$ cat config.mk
export PLATFORM = sky130hd
export DESIGN_NAME = sseg_serial_rx
export DESIGN_NICKNAME = d
export VERILOG_FILES = /design/src/rtl/sseg_serial_rx.sv
export SDC_FILE = /design/constraint.sdc
export NUM_CORES = 1
export LEC_CHECK = 0
export CAP_MARGIN = 20
export CELL_PAD_IN_SITES_DETAIL_PLACEMENT = 0
export CELL_PAD_IN_SITES_GLOBAL_PLACEMENT = 1
export CORE_ASPECT_RATIO = 2
export CORE_MARGIN = 4
export CORE_UTILIZATION = 38
export CTS_BUF_LIST = sky130_fd_sc_hd__clkbuf_8
export DETAILED_ROUTE_END_ITERATION = 10
export PLACE_DENSITY = 0.88
export SETUP_SLACK_MARGIN = 0.15
export SYNTH_ARGS = -nofsm -noshare
export SYNTH_HDL_FRONTEND = slang
export SYNTH_SLANG_ARGS = --single-unit
$ cat constraint.sdc
create_clock -name clk -period 2.3 [get_ports clk]
set_clock_uncertainty 0.15 [all_clocks]
set_input_delay 0.345 -clock clk [delete_from_list [all_inputs] [get_ports clk]]
set_output_delay 0.345 -clock clk [all_outputs]
set_load 0.03 [all_outputs]
$ cat src/rtl/sseg_serial_rx.sv
// Receiver for the serial 7-segment link: synchronises the link, rebuilds 64-bit frames
// and (with SSEG_RX_DECODE_EN defined) decodes each segment byte back to a hex digit + dp.
module sseg_serial_rx #(
    parameter int FRAME_BITS  = 64,
    parameter int SYNC_STAGES = 2
) (
    input  logic                  clk,
    input  logic                  rst,
    input  logic                  seg_clk,
    input  logic                  seg_sout,
    input  logic                  seg_clrn,
    input  logic                  SEG_PEN,
    output logic [FRAME_BITS-1:0] frame,
    output logic                  frame_valid,
    output logic [31:0]           hex_out,
    output logic [7:0]            dp_out,
    output logic [7:0]            dec_valid,
    output logic                  err_short,
    output logic [6:0]            bit_cnt
);

    localparam logic [6:0] LP_FULL = 7'(FRAME_BITS);

    logic [SYNC_STAGES-1:0] r_clk_sync, r_sout_sync, r_clrn_sync, r_pen_sync;
    logic                   r_clk_d, r_pen_d;
    logic [FRAME_BITS-1:0]  r_shift, r_frame;
    logic [6:0]             r_bit_cnt;
    logic                   r_frame_valid, r_err_short;

    logic w_rise, w_clr, w_pen_rise, w_done, w_short, w_commit, w_restart;

    // seg_sout runs through the same depth as seg_clk so data lines up with the detected rise.
    // NOTE: every clocked register uses <= so all flops sample pre-edge values together.
    always_ff @(posedge clk) begin
        if (rst) begin
            r_clk_sync  <= '0;
            r_sout_sync <= '0;
            r_clrn_sync <= '0;
            r_pen_sync  <= '0;
            r_clk_d     <= 1'b0;
            r_pen_d     <= 1'b0;
        end else begin
            r_clk_sync  <= {r_clk_sync[SYNC_STAGES-2:0], seg_clk};
            r_sout_sync <= {r_sout_sync[SYNC_STAGES-2:0], seg_sout};
            r_clrn_sync <= {r_clrn_sync[SYNC_STAGES-2:0], seg_clrn};
            r_pen_sync  <= {r_pen_sync[SYNC_STAGES-2:0], SEG_PEN};
            r_clk_d     <= r_clk_sync[SYNC_STAGES-1];
            r_pen_d     <= r_pen_sync[SYNC_STAGES-1];
        end
    end

    assign w_rise     = r_clk_sync[SYNC_STAGES-1] & ~r_clk_d;
    assign w_pen_rise = r_pen_sync[SYNC_STAGES-1] & ~r_pen_d;
    assign w_clr      = ~r_clrn_sync[SYNC_STAGES-1];
    assign w_done     = (r_bit_cnt == LP_FULL);
    assign w_short    = w_pen_rise && (r_bit_cnt != 7'd0) && (r_bit_cnt != LP_FULL);
    assign w_commit   = w_done && !w_clr;
    assign w_restart  = w_done || w_short;

    // Clear beats everything; a rise coinciding with completion or a short-frame abort
    // becomes bit 1 of the next frame.
    always_ff @(posedge clk) begin
        if (rst) begin
            r_shift       <= '0;
            r_frame       <= '0;
            r_bit_cnt     <= '0;
            r_frame_valid <= 1'b0;
            r_err_short   <= 1'b0;
        end else begin
            r_frame_valid <= 1'b0;
            r_err_short   <= 1'b0;
            if (w_clr) begin
                r_shift   <= '0;
                r_bit_cnt <= '0;
            end else begin
                if (w_done) begin
                    r_frame       <= r_shift;
                    r_frame_valid <= 1'b1;
                end
                if (w_short) r_err_short <= 1'b1;
                if (w_rise) begin
                    r_shift   <= {r_shift[FRAME_BITS-2:0], r_sout_sync[SYNC_STAGES-1]};
                    r_bit_cnt <= w_restart ? 7'd1 : r_bit_cnt + 7'd1;
                end else if (w_restart) begin
                    r_bit_cnt <= '0;
                end
            end
        end
    end

`ifdef SSEG_RX_DECODE_EN
    // Active-low {g..a} pattern -> {match, nibble}; unknown patterns decode to 0 with match=0.
    function automatic logic [4:0] seg_decode(input logic [6:0] seg);
        case (seg)
            7'h40:   seg_decode = 5'h10;
            7'h79:   seg_decode = 5'h11;
            7'h24:   seg_decode = 5'h12;
            7'h30:   seg_decode = 5'h13;
            7'h19:   seg_decode = 5'h14;
            7'h12:   seg_decode = 5'h15;
            7'h02:   seg_decode = 5'h16;
            7'h78:   seg_decode = 5'h17;
            7'h00:   seg_decode = 5'h18;
            7'h10:   seg_decode = 5'h19;
            7'h08:   seg_decode = 5'h1A;
            7'h03:   seg_decode = 5'h1B;
            7'h46:   seg_decode = 5'h1C;
            7'h21:   seg_decode = 5'h1D;
            7'h06:   seg_decode = 5'h1E;
            7'h0E:   seg_decode = 5'h1F;
            default: seg_decode = 5'h00;
        endcase
    endfunction

    logic [7:0][4:0] w_dig;
    logic [31:0]     r_hex;
    logic [7:0]      r_dp, r_dec;

    for (genvar k = 0; k < 8; k++) begin : g_dig
        assign w_dig[k] = seg_decode(r_shift[8*k +: 7]);
    end

    // Decoded from the shift register so results land on the same edge as frame.
    always_ff @(posedge clk) begin
        if (rst) begin
            r_hex <= '0;
            r_dp  <= '0;
            r_dec <= '0;
        end else if (w_commit) begin
            for (int k = 0; k < 8; k++) begin
                r_hex[4*k +: 4] <= w_dig[k][3:0];
                r_dec[k]        <= w_dig[k][4];
                r_dp[k]         <= ~r_shift[8*k+7];
            end
        end
    end

    assign hex_out   = r_hex;
    assign dp_out    = r_dp;
    assign dec_valid = r_dec;
`else
    assign hex_out   = '0;
    assign dp_out    = '0;
    assign dec_valid = '0;
`endif

    assign frame       = r_frame;
    assign frame_valid = r_frame_valid;
    assign err_short   = r_err_short;
    assign bit_cnt     = r_bit_cnt;

endmodule
; Yosys cells after proc, flatten, opt, wreduce, memory -nomap -nowiden
; Index checks and enable logic that the tools add are counted.
[op_classes]
mux = 5
bitwise = 5
reduce_logical = 7
eq_ne = 2
addsub = 1
[op_table]
columns = operator, n
row1 = $mux W7, 3
row2 = $add A7 B1 Y7 const B, 1
row3 = $eq A7 B7 Y1 const B, 1
row4 = $ne A7 B7 Y1 const B, 1
row5 = $reduce_bool A7 Y1, 1
row6 = $not A1 Y1, 3
row7 = $and A1 B1 Y1, 2
row8 = $logic_and A1 B1 Y1, 2
row9 = $mux W1, 2
row10 = $reduce_and A2 Y1, 1
row11 = $reduce_bool A2 Y1, 1
row12 = $reduce_or A2 Y1, 1
row13 = $logic_or A1 B1 Y1, 1
[word_totals]
reg_bits = 147
wordCells = 31

; Longest topological paths before layout
; Gate-level depths: netlist (run 1).
[logic_depth]
depth_word = 7
mapped_depth = 8
depth_no_buf = 6

; Least setup slack after synthesis (run 1)
; No wires, ideal clock.
[synth_timing]
path_type = register to register
from = register r_bit_cnt[0], in the netlist bit_cnt[0]
to = register r_frame[10], in the netlist frame[10]
setup_time_ns = 0.132
path_slack_ns = 0.109
required_ns = 2.018
path_stages_with_launch = 9
arrival_time_ns = 1.909
synth_period_minus_slack_ns = 2.191
path_cell_list = dfxtp_1 -> inv_1 -> ha_1 -> or4b_4 -> or3_1 -> buf_6 -> buf_6 -> nand2_1 -> a21oi_1
[synth_via]
elab_chain_len = 2
[synth_lines]
columns = element, line
row1 = "start, declared", 27  ; logic [6:0] r_bit_cnt;
row2 = "start signal, assigned", 83  ; r_bit_cnt <= w_restart ? 7'd1 : r_bit_cnt + 7'd1;
row3 = $eq A7 B7 Y1, 55  ; assign w_done = (r_bit_cnt == LP_FULL);
row4 = $reduce_and A2 Y1 (no line), -
row5 = "end signal, assigned", 77  ; r_frame <= r_shift;
row6 = "end, declared", 26  ; logic [FRAME_BITS-1:0] r_shift, r_frame;
; No other way between the ends.
; A chain may end at the register's enable or synchronous reset.

; Worst setup path in the final report (run 1)
[layout_timing]
from = register r_bit_cnt[1], in the netlist bit_cnt[1]
to = register r_bit_cnt[0], in the netlist bit_cnt[0]
[layout_via]
elab_chain_len = 6
elab_cells_between_ends = 9
classes_between = 2 x eq/ne / 2 x mux / 5 x reduce/logical
[layout_lines]
columns = element, line
row1 = $reduce_bool A7 Y1, 56  ; assign w_short = w_pen_rise && (r_bit_cnt != 7'd0) && (r_bit_cnt != LP_FULL);
row2 = $logic_and A1 B1 Y1 (2 in a row), 56
row3 = $logic_or A1 B1 Y1 (*), 58  ; assign w_restart = w_done || w_short;
row4 = $mux W7, 83
row5 = $mux W7, 81  ; if (w_rise) begin
; Mark *: on every way between the ends. The rest lies on a longest branch, timed or not.

==> results of run 1 <==
==> power groups by stage <==
stage                     clock network, mW  logic (mW)  registers (mW)
after global placement                    0       0.195            2.61
after CTS                              2.27       0.194            2.55
after floorplan                           0       0.221            2.61
after detailed placement                  0       0.194            2.61
final                                  2.22       0.197            2.55
after global routing                   2.39       0.209            2.55
==> metrics by stage <==
stage               hold slack [ns]  util [%]  std cells  cell area [um2]
floorplan                    0.2638         -        724             5674
global placement             0.2679     44.62        912             6266
detailed placement           0.2745     44.62        912             6266
CTS                          0.1414     47.81        944             6714
global route                 0.1305     48.39        950             6795
finish                       0.1577     48.39        950             6795
==> flip-flops by register name (all words and copies together), names as in the netlist, 2 cells and up <==
register     cells
r_clk_sync       2
r_pen_sync       2
frame           64
bit_cnt          7
r_clrn_sync      2
r_shift         64
r_sout_sync      2
==> what timing repair did <==
action | CTS | global route
setup buffers | 0 | 5
gates resized for setup | 2 | 8
endpoints found under the setup margin | 2 | 71
pin swaps | 1 | 5
cloned | 0 | 1
==> cell families after synthesis <==
| family | Yosys count |
|---|---|
| other cells | 1 |
| flops | 147 |
| compound gates | 132 |
| buf+inv | 93 |
| fa+ha+maj | 2 |
| simple gates | 297 |
| xor+xnor | 5 |
==> synthesized netlist by cell type <==
library cell / n / area share, %
nand2_1: 264 / 18
dfxtp_1: 147 / 54
a21oi_1: 130 / 12
buf_4: 48 / 6.6
clkbuf_1: 25 / 1.7
buf_6: 12 / 2.5
nor2b_1: 12 / 1.4
nor2_1: 9 / 0.61
buf_1: 6 / 0.41
xnor2_1: 4 / 0.64
ha_1: 2 / 0.46
inv_1: 2 / 0.14
nand2b_1: 2 / 0.23
nand3b_1: 2 / 0.27
nor3_1: 2 / 0.18
a31o_2: 1 / 0.16
conb_1: 1 / 0.068
nand4_1: 1 / 0.11
nor3_4: 1 / 0.30
nor3b_1: 1 / 0.14
o21ai_0: 1 / 0.091
or3_1: 1 / 0.11
or3b_1: 1 / 0.16
or4b_4: 1 / 0.25
xor2_1: 1 / 0.16
==> cell type report <==
type	instances	area share, %
Multi-Input combinational cell	484	31.39
Inverter	2	0.1105
Tap cell	189	3.480
Sequential cell	147	43.42
Timing Repair Buffer	96	14.99
Clock inverter	14	2.964
Clock buffer	18	3.646
==> metal layers <==
metal / wire length [um] / share of wire [%] / track usage, %
met1: 4753 / 40 / 15.47
met2: 6333 / 53 / 26.93
met3: 668 / 5.6 / 4.095
met4: 125 / 1.1 / 5.627
met5: 0 / 0 / 0
==> layout by cell type (no fill, tap or decap), types with 2 or more instances in the layout <==
cell | netlist | layout
inv_6 | 0 | 3
a21oi_1 | 130 | 129
clkdlybuf4s50_1 | 0 | 76
buf_12 | 0 | 7
xnor2_1 | 4 | 4
nor2b_1 | 12 | 11
dfxtp_4 | 0 | 2
nor3_1 | 2 | 2
inv_2 | 0 | 2
clkinv_4 | 0 | 4
dfxtp_1 | 147 | 145
bufinv_16 | 0 | 4
buf_4 | 48 | 9
conb_1 | 1 | 48
clkinvlp_4 | 0 | 2
nand2_1 | 264 | 264
ha_1 | 2 | 2
clkbuf_8 | 0 | 18
nand2b_2 | 0 | 2
nor2_1 | 9 | 9
nand3b_1 | 2 | 2
==> worst min-delay path, delay by kind of cell <==
kind | cells | cell delay, ns
buf+inv | 1 | 0.14
simple gates | 1 | 0.17
compound gates | 1 | 0.04
==> final timing paths <==
path / startpoint / to / depth (start not counted)
worst max-delay path: bit_cnt[1] / bit_cnt[0] / 7
worst min-delay path: rst / bit_cnt[0] / 3
worst max register to register: bit_cnt[1] / bit_cnt[0] / 7
worst min register to register: r_clk_sync[0] / r_clk_sync[1] / 1
==> flow_metrics.tcl, run 1 <==
set metrics [dict create \
    outcome "finished clean" \
    cts.sinks 147 \
    p_int_mw 3.801 \
    layout.area.seq_mm2 0.002950 \
    ant_nets 0 \
    syn_to_final_growth_pct 23.66 \
    die_h_um 178.1 \
    slew-limit-headroom_pct 61.49 \
    die-area_mm2 0.01657 \
    powerDensity_mw_per_mm2 730.7 \
    pre_cts_ws_ns 0.1650 \
    cts_buffer_depth 2 \
    setup.worst_path.start_class "flip-flop" \
    cts_made_buffers 17 \
    root_buffer "clkbuf_8" \
    finalCritPeriodShare_pct 91.49 \
    synthDistinctLibCells 25 \
    yosys_warnings 0 \
    max_freq_mhz 475.2 \
    synth_compound_area_share_pct 12.09 \
    end_kind "flip-flop" \
    combPwrFrac_pct 4.0 \
    hp-class "in -> reg" \
    vias 4311 \
    io_buffers 78 \
    required_ns 2.51 \
    slew_viol_final 0 \
    num_rows 61 \
    cp_num_buf_inv 2 \
    fin_crit_ns 2.104 \
    setup_violations 0 \
    drive_above_1_share_pct 8.410 \
    pin_count 127 \
    crit_type "reg -> reg" \
    remaining_drc_errors 0 \
    grt_usage_pct 14.61 \
    synthXorXnorAreaFrac_pct 0.7969 \
    multi_input_area_mm2 0.002133 \
    drtPass1Iterations 4 \
    core-area_mm2 0.01404 \
    seqPwrFrac_pct 51.4 \
    worst_slack_ns 0.1957 \
    path_clk_slew_ns 0.08 \
    critPathTopFamily "simple AND/OR/NAND/NOR gates" \
    drt_iter0_markers 190 \
    grt_pass1_vias 4132 \
    rrSetupSlack_ns 0.20 \
    grt_max_degree 76 \
    p_sw_share_pct 23.45 \
    tightest_slew_ns 0.5777 \
    synth.mux.area_fraction_pct 0 \
    cp_max_fo 4 \
    hpwl_mm 7.298 \
    grt_overflow 0 \
    hold_buffers 0 \
    ys_seq_area_share_pct 53.55 \
    dieWidth_um 93.04 \
    fillerInstances 1412 \
    initial_core_util_pct 39.13 \
    max_cap_viol_count 0 \
    setup_tns_ns 0 \
    slowest_stage "or4b_4" \
    post_drt_wl_per_cell_um 12.51 \
    power_frac_clock_pct 44.7 \
    vdd_ir_drop_max_mv 0.4209 \
    syn_avg_cell_area_um2 8.117 \
    routed_wl_mm 11.88 \
    crit_chain "inv_2 > ha_1 > or4b_4 > buf_6 > or3b_4 > a31o_2 > a21oi_2" \
    critPathArrivalTime_ns 2.31 \
    vias_per_cell 4.538 \
    power.total_mw 4.965 \
    finalWeightedCongestion 0.7443 \
    critPathMaxStageDelay_ns 0.46 \
    diodes 0 \
    nets 756 \
    clkLatencyLatePin_ns 0.43 \
    cts.htree.levels 4 \
    syn_inst 677 \
    synth_top_family_by_area "simple AND/OR/NAND/NOR gates" \
    synthSimpleGateAreaFrac_pct 21.77 \
    ys_ff_latch 147 \
    rsz0062_at_grt "true" \
    synthesis.area_mm2 0.005495 \
    tritoncts "done" \
    grt_first_pass_wirelength_mm 19.21 \
    leakage_nw 2.220 \
    switchingPower_mw 1.165 \
    finalHoldViolations 0 \
    antenna_found_initial 0 \
    synthAdderAreaFrac_pct 0.4554 \
]
No activity file was read; power rests on OpenSTA's default activity.
==> run 2, diff against run 1 <==
SLEW_MARGIN = 5   (was not set)
==> results of run 2 <==
Same layout as run 1: the final DEF is identical, and so are final timing and power.
==> run 3, diff against run 2 <==
CORE_UTILIZATION = 36   (was 38)
CTS_BUF_LIST = not set   (was sky130_fd_sc_hd__clkbuf_8)
MAX_ROUTING_LAYER = met4   (was not set)
PLACE_DENSITY = 0.85   (was 0.88)
==> flow_metrics.tcl, run 3 (same netlist as run 1, synthesis figures left out) <==
set metrics [dict create \
    outcome "finished clean" \
    remaining_drc_errors 0 \
    slowest_stage "or4b_4" \
    grt_max_degree 76 \
    cp_num_buf_inv 2 \
    diodes 0 \
    max_cap_viol_count 0 \
    root_buffer "clkbuf_16" \
    finalWeightedCongestion 0.7940 \
    rsz0062_at_grt "true" \
    critPathTopFamily "simple AND/OR/NAND/NOR gates" \
    power.total_mw 5.719 \
    powerDensity_mw_per_mm2 818.7 \
    slew_viol_final 0 \
    finalHoldViolations 0 \
    core-area_mm2 0.01490 \
    nets 755 \
    setup_tns_ns 0 \
    cts.htree.levels 4 \
    hpwl_mm 7.567 \
    die_h_um 182.7 \
    dieWidth_um 95.37 \
    finalCritPeriodShare_pct 91.87 \
    rrSetupSlack_ns 0.19 \
    num_rows 63 \
    post_dp_cell_area_mm2 0.006228 \
    leakage_nw 2.291 \
    layout_common_cells "264 x nand2_1, 145 x dfxtp_1, 129 x a21oi_1" \
    grt_first_pass_wirelength_mm 19.57 \
    required_ns 2.44 \
    crit_chain "inv_2 > ha_1 > or4b_4 > buf_6 > or3b_4 > nand3b_1 > a21oi_1" \
    worst_slack_ns 0.1870 \
    tritoncts "done" \
    mostFrequentLayoutCell "nand2_1" \
    clkLatencyLatePin_ns 0.42 \
    grt_pass1_vias 4061 \
    cts.sinks 147 \
    drtPass1Iterations 4 \
    drt_iter0_markers 245 \
    setup.worst_path.start_class "flip-flop" \
    vias_per_cell 4.614 \
    drive_above_1_share_pct 8.037 \
    hp-class "in -> reg" \
    end_kind "flip-flop" \
    antenna_found_initial 0 \
    cts_buffer_depth 2 \
    pin_count 127 \
    grt_overflow 0 \
    vias 4402 \
    setup_violations 0 \
    io_buffers 78 \
    ant_nets 0 \
    die-area_mm2 0.01743 \
    vdd_ir_drop_max_mv 0.4964 \
    path_clk_slew_ns 0.06 \
    crit_type "reg -> reg" \
    stdcell_area_mm2 0.006985 \
    grt_usage_pct 14.81 \
    cts_made_buffers 17 \
    post_drt_wl_per_cell_um 13.32 \
    cp_max_fo 6 \
    fillerInstances 1451 \
    max_freq_mhz 473.3 \
    fin_crit_ns 2.113 \
    multi_input_area_mm2 0.002142 \
    syn_to_final_growth_pct 27.12 \
    routed_wl_mm 12.71 \
    critPathArrivalTime_ns 2.25 \
    layout.area.seq_mm2 0.002950 \
    critPathMaxStageDelay_ns 0.46 \
    initial_core_util_pct 36.89 \
    pre_cts_ws_ns 0.1456 \
]
-- run 3: cell types whose count changed in the layout (fill, tap and decap cells not counted), moves of 2 or more --
cell / previous run / this run
inv_6: 3 / 0
clkbuf_16: 1 / 19
buf_12: 7 / 5
clkinv_4: 4 / 2
clkbuf_8: 18 / 0
clkinvlp_4: 2 / 4
clkinv_2: 1 / 3
-- run 3: layout make-up --
type                    instances  share of cell area, %
flip-flops and latches        147                  42.24
multi-input cells             484                  30.66
repair buffers                 95                  14.37
clock buffers                  17                  6.090
well taps                     195                  3.493
clock inverters                14                  3.045
inverters                       2                 0.1075
-- run 3: report_power, final --
part | switching (mW) | leakage, nW | total, mW | internal, mW
Clock | 1.06 | 0.301 | 2.97 | 1.91
Combinational | 0.169 | 0.803 | 0.193 | 0.0237
Sequential | 0.00308 | 1.19 | 2.55 | 2.55
-- run 3: timing repair --
item,in CTS,in global routing
setup endpoints to repair,4,71
hold buffers,0,0
gates cloned,0,2
setup buffers,0,4
pin swaps,0,9
gates resized for setup,1,9
-- run 3: worst paths after layout --
| check | start | to | cells after the start |
|---|---|---|---|
| min | rst | bit_cnt[0] | 3 |
| max | bit_cnt[0] | bit_cnt[1] | 7 |
| max reg2reg | bit_cnt[0] | bit_cnt[1] | 7 |
| min reg2reg | r_sout_sync[0] | r_sout_sync[1] | 1 |
-- run 3: metrics by stage --
stage	hold slack, ns	cells	util, %
2_1_floorplan	0.2638	724	-
3_3_place_gp	0.2675	917	41.81
3_5_place_dp	0.2704	917	41.81
4_1_cts	0.1983	948	46.08
5_1_grt	0.2009	954	46.89
6_report	0.1935	954	46.89
-- run 3: routing by layer --
metal  part of all wire (%)  global-route usage [%]  vias up
li1                       -                       -     2198
met1                     39                   16.35     2064
met2                     54                   25.39      131
met3                    6.3                   3.672        9
met4                    1.0                   5.205        0
met5                      0                       -        -
-- run 3: tightest hold or removal path, cell delays in order --
cell and delay [ns]:
buf_2 0.13, nand2b_2 0.19, a21oi_2 0.04
